File: src/rtl/wisc_pkg.sv
// ============================================================================
// Module      : wisc_pkg
// Description : Shared opcodes, widths and decode-state encoding for WISC.
// Revision    : 1.0
// ============================================================================
`default_nettype none

package wisc_pkg;

    localparam int DATA_W    = 16;
    localparam int NUM_REGS  = 8;
    localparam int REG_IDX_W = $clog2(NUM_REGS);
    localparam int LINK_REG  = 7;

    localparam logic [4:0] OP_HALT   = 5'b00000;
    localparam logic [4:0] OP_NOP    = 5'b00001;
    localparam logic [4:0] OP_SIIC   = 5'b00010;
    localparam logic [4:0] OP_RTI    = 5'b00011;
    localparam logic [4:0] OP_J      = 5'b00100;
    localparam logic [4:0] OP_JR     = 5'b00101;
    localparam logic [4:0] OP_JAL    = 5'b00110;
    localparam logic [4:0] OP_JALR   = 5'b00111;
    localparam logic [4:0] OP_I1_LO  = 5'b01000;
    localparam logic [4:0] OP_I1_HI  = 5'b10011;
    localparam logic [4:0] OP_SLBI   = 5'b10010;
    localparam logic [4:0] OP_LBI    = 5'b11000;
    localparam logic [4:0] OP_ALU_RR = 5'b11011;

    typedef enum logic [0:0] {
        ST_RUN    = 1'b0,
        ST_HALTED = 1'b1
    } dec_state_e;

endpackage : wisc_pkg

`default_nettype wire

File: src/rtl/regfile_bypass.sv
// ============================================================================
// Module      : regfile_bypass
// Description : Register array, two combinational read ports, write-through.
// Revision    : 1.0
// ============================================================================
`default_nettype none

module regfile_bypass #(
    parameter int DATA_W   = 16,
    parameter int NUM_REGS = 8,
    parameter int IDX_W    = $clog2(NUM_REGS)
) (
    input  logic              clk,
    input  logic              rst,
    input  logic              wb_en_i,
    input  logic [IDX_W-1:0]  wb_reg_i,
    input  logic [DATA_W-1:0] wb_data_i,
    input  logic [IDX_W-1:0]  rs_i,
    input  logic [IDX_W-1:0]  rt_i,
    output logic [DATA_W-1:0] rs_data_o,
    output logic [DATA_W-1:0] rt_data_o
);

    logic [DATA_W-1:0] regs_q [NUM_REGS];

    always_ff @(posedge clk) begin
        if (!rst) begin
            for (int i = 0; i < NUM_REGS; i++) begin
                regs_q[i] <= '0;
            end
        end else if (wb_en_i) begin
            regs_q[wb_reg_i] <= wb_data_i;
        end
    end

    // A write landing this cycle is visible to the reader without waiting an edge.
    assign rs_data_o = (wb_en_i && (wb_reg_i == rs_i)) ? wb_data_i : regs_q[rs_i];
    assign rt_data_o = (wb_en_i && (wb_reg_i == rt_i)) ? wb_data_i : regs_q[rt_i];

endmodule : regfile_bypass

`default_nettype wire

File: src/rtl/decode.sv
// ============================================================================
// Module      : decode
// Description : WISC decode stage: fields, register file, immediates, halt/err.
// Revision    : 1.0
// ============================================================================
`default_nettype none

module decode #(
    parameter int DATA_W   = 16,
    parameter int NUM_REGS = 8,
    parameter int LINK_REG = 7
) (
    input  logic                        clk,
    input  logic                        rst,
    input  logic [15:0]                 instruction,
    input  logic                        wb_en,
    input  logic [$clog2(NUM_REGS)-1:0] wb_reg,
    input  logic [DATA_W-1:0]           wb_data,
    output logic [DATA_W-1:0]           read_data1,
    output logic [DATA_W-1:0]           read_data2,
    output logic [$clog2(NUM_REGS)-1:0] dest_reg,
    output logic [DATA_W-1:0]           imm5_sext,
    output logic [DATA_W-1:0]           imm5_zext,
    output logic [DATA_W-1:0]           imm8_sext,
    output logic [DATA_W-1:0]           imm8_zext,
    output logic [DATA_W-1:0]           disp11_sext,
    output logic                        halt,
    output logic                        err
);

    import wisc_pkg::*;

    localparam int IDX_W = $clog2(NUM_REGS);

    logic [4:0]       w_opcode;
    logic [IDX_W-1:0] w_rs;
    logic [IDX_W-1:0] w_rt;
    logic             w_illegal;
    dec_state_e       state_q;
    dec_state_e       state_d;
    logic             err_q;
    logic             err_d;

    assign w_opcode  = instruction[15:11];
    assign w_rs      = IDX_W'(instruction[10:8]);
    assign w_rt      = IDX_W'(instruction[7:5]);
    assign w_illegal = (w_opcode == OP_SIIC) || (w_opcode == OP_RTI);

    regfile_bypass #(
        .DATA_W   (DATA_W),
        .NUM_REGS (NUM_REGS),
        .IDX_W    (IDX_W)
    ) u_regfile (
        .clk       (clk),
        .rst       (rst),
        .wb_en_i   (wb_en),
        .wb_reg_i  (wb_reg),
        .wb_data_i (wb_data),
        .rs_i      (w_rs),
        .rt_i      (w_rt),
        .rs_data_o (read_data1),
        .rt_data_o (read_data2)
    );

    assign imm5_sext   = {{(DATA_W-5){instruction[4]}}, instruction[4:0]};
    assign imm5_zext   = {{(DATA_W-5){1'b0}}, instruction[4:0]};
    assign imm8_sext   = {{(DATA_W-8){instruction[7]}}, instruction[7:0]};
    assign imm8_zext   = {{(DATA_W-8){1'b0}}, instruction[7:0]};
    assign disp11_sext = {{(DATA_W-11){instruction[10]}}, instruction[10:0]};

    // SLBI sits inside the I-format-1 opcode range, so it must be tested first.
    always_comb begin
        dest_reg = '0;
        if ((w_opcode == OP_JAL) || (w_opcode == OP_JALR)) begin
            dest_reg = IDX_W'(LINK_REG);
        end else if ((w_opcode == OP_LBI) || (w_opcode == OP_SLBI)) begin
            dest_reg = IDX_W'(instruction[10:8]);
        end else if ((w_opcode == OP_ALU_RR) || (w_opcode[4:2] == 3'b111)) begin
            dest_reg = IDX_W'(instruction[4:2]);
        end else if ((w_opcode >= OP_I1_LO) && (w_opcode <= OP_I1_HI)) begin
            dest_reg = IDX_W'(instruction[7:5]);
        end
    end

    always_ff @(posedge clk) begin
        if (!rst) begin
            state_q <= ST_RUN;
            err_q   <= 1'b0;
        end else begin
            state_q <= state_d;
            err_q   <= err_d;
        end
    end

    always_comb begin
        state_d = state_q;
        err_d   = err_q;
        if (state_q == ST_RUN) begin
            if (w_opcode == OP_HALT) begin
                state_d = ST_HALTED;
            end
            if (w_illegal) begin
                err_d = 1'b1;
            end
        end
    end

    always_comb begin
        halt = (state_q == ST_HALTED);
        err  = err_q;
    end

endmodule : decode

`default_nettype wire
File: config.mk
export PLATFORM = sky130hd
export DESIGN_NAME = decode
export DESIGN_NICKNAME = d
export VERILOG_FILES = /design/src/rtl/wisc_pkg.sv /design/src/rtl/regfile_bypass.sv /design/src/rtl/decode.sv
export SDC_FILE = /design/constraint.sdc
export NUM_CORES = 1
export LEC_CHECK = 0
export ABC_AREA = 1
export BUFFER_PORTS_ARGS = -buffer_cell sky130_fd_sc_hd__buf_2
export CAP_MARGIN = 20
export CORE_MARGIN = 2
export CORE_UTILIZATION = 40
export CTS_BUF_LIST = sky130_fd_sc_hd__clkbuf_16
export DETAILED_ROUTE_END_ITERATION = 10
export PLACE_DENSITY = 0.62
export SKIP_LAST_GASP = 1
export SLEW_MARGIN = 0
export SYNTH_ARGS = -nofsm -noshare
export SYNTH_HDL_FRONTEND = slang
export SYNTH_SLANG_ARGS = --single-unit
File: constraint.sdc
create_clock -name clk -period 3.4 [get_ports clk]
set_clock_uncertainty 0.15 [all_clocks]
set_input_delay 0.85 -clock clk [delete_from_list [all_inputs] [get_ports clk]]
set_output_delay 0.85 -clock clk [all_outputs]
set_load 0.02 [all_outputs]
==> reports/metrics.cfg <==
[cts]
cts_setup_buffers = 0
tritoncts_num_sinks = 130
clock-root-buffer = clkbuf_16
clk_pin_slew_ps = 50
cts-hold-fix-buffers = 0
clk_latency_ps = 420
clock_tree.buffer_depth = 2
cts_buffers = 17
tritoncts_clock_tree = built
htreeDepth = 4
post_cts_sizing_count = 0

[drt]
detail-route-antenna-nets = 0
drt_drc_violations_left = 0
totalWireLength_um = 26960
drt-wirelength-per-cell_um = 17.50
drt_pass1_iterations = 5
initialDrtViolationCount = 888
drt-vias-per-instance = 5.184
routed-via-count = 7984

[run_status]
run_status = complete, no violations

[power_and_ir_drop]
finalPower_mw = 4.588
powerDensity_nw_per_um2 = 472.2
irDropWorstVdd_mv = 0.4000
power.leakage_nw = 4.861

[worst_setup_path]
start_kind = primary input
crit_end = read_data2[14]
timing_worst_setup_path_type = in2out
r2r-end = err
crit_path_max_fanout = 28
r2r_slack_ps = 2590
critPathArrivalTime_ps = 2170
crit_path_start = instruction[5]
ff2ff_path_depth = 3
reg2reg_from = halt
cp.required_ps = 2400
critical_path.endpoint_type = output port

[sta]
setup_viol = 0
clock.fmax_mhz = 315.2
hold-worst-slack_ps = 299.8
slew_viol_final = 0
timing.final.hold_violations = 0
period_needed_ps = 3173
fin_ws_ps = 227.2
final.period_utilization = 0.9332
rsz0062_at_grt = false
post_route_setup_tns_ps = 0

[layout]
synthToLayoutAreaGrowth_pct = 12.70
mostFrequentLayoutCell = nand2_1
final_layout_size_suffix_gt1_frac = 0.1725
multi_input_comb_area_um2 = 3263
finished_cell_area_um2 = 9716
layout.area.seq_um2 = 3884
layout.cells.most_common_list = nand2_1, nand3_1, inv_1
final_cell_count_no_fill = 1540
final_net_count = 1290
fillCellCount = 2155
utilization = 0.4607

[synthesis]
synth_area_per_cell_um2 = 7.244
synth.distinct_cells = 22
synthesis.instances = 1190
synth_sequential_area_ratio = 0.4505
ys_seq_elements = 130
synthesis.area_um2 = 8621
yosys_warnings = 0

[die]
die_w_um = 150.8
coreArea_um2 = 21090
initial_utilization = 0.4088
chip_height_um = 150.8
die_area_um2 = 22740
rows = 53
top_level_ports = 155

[placement]
dp_cells = 1508
place.port_buffers = 123
globalplace.congestion = 0.8423
dp_hpwl_um = 17440
placed_area_um2 = 9139
pre_cts_ws_ps = 260.2

[worst_hold_path]
worst_hold_path_type = reg2reg
worst_hold_startpoint = err

[grt]
grt_antenna_before_repair = 1
number_of_global_route_vias_before_repair = 7316
grt_start_max_net_pins = 67
grt_remaining_overflow = 0
global_router_s_overall_resource_usage = 0.2435
grt_first_pass_wirelength_um = 41040

[job]
max_cap_violations = 0

==> worst max-delay path: stages <==
cell     delay (ps)
buf_2           250
buf_4           390
nand2_1          90
nand3_1         100
nand3_1         100
nand3_1         140
nand2_1          70
buf_2           160
==> routing by layer <==
layer / share of wire / track usage / wire length, um / up-vias
met5: 0 / 0 / 0 / -
li1: - / - / - / 3762
met1: 0.41 / 0.3394 / 11100 / 3633
met3: 0.12 / 0.05120 / 3193 / 72
met4: 0.033 / 0.1051 / 879 / 0
met2: 0.44 / 0.3673 / 11780 / 517
==> worst min path at each step <==
stage	slack, ps	endpoint	cells after the start
2_1_floorplan	370	err	2
5_1_grt	350	halt	2
6_report	300	err	2
4_1_cts	310	err	2
3_5_place_dp	300	err	2
3_3_place_gp	290	err	2
==> synthesized netlist by cell type (all sizes together) <==
cell type / count / area share
a21oi: 6 / 0.0035
conb: 1 / 0.00043
buf: 122 / 0.099
nor2: 144 / 0.065
dfxtp: 2 / 0.0046
clkbuf: 18 / 0.0078
nand4: 1 / 0.00073
nand3: 225 / 0.13
inv: 161 / 0.072
edfxtp: 128 / 0.45
nand2: 382 / 0.17
==> final cells by class <==
type	count	area share
inverter	161	0.06349
timing repair buffer	165	0.1061
clock inverter	14	0.01533
antenna	1	0.0002576
clock buffer	17	0.04379
sequential	130	0.3997
tap	275	0.03542
multi-input combinational	777	0.3359
==> sequential cells by signal (all words and copies together) (netlist names) <==
signal	cells
halt	1
err	1
u_regfile.regs_q	128
==> logic make-up (layout without fill, tap and decap cells) <==
| group | Yosys count | after routing | share of synthesized area |
|---|---|---|---|
| AOI/OAI and AO/OA | 6 | 6 | 0.003483 |
| buffers and inverters | 301 | 357 | 0.1788 |
| DFF | 130 | 130 | 0.4505 |
| other | 1 | 20 | 0.0004350 |
| and+or+nand+nor | 752 | 752 | 0.3668 |
==> power breakdown <==
group	internal [mW]	total [mW]	leakage [nW]	switching, mW
registers	1.86	1.89	1.24	0.0270
clock network	1.13	1.82	0.286	0.687
logic	0.258	0.885	3.33	0.627
total	3.25	4.59	4.86	1.34
Note: power is estimated with default switching activity, not from simulation.
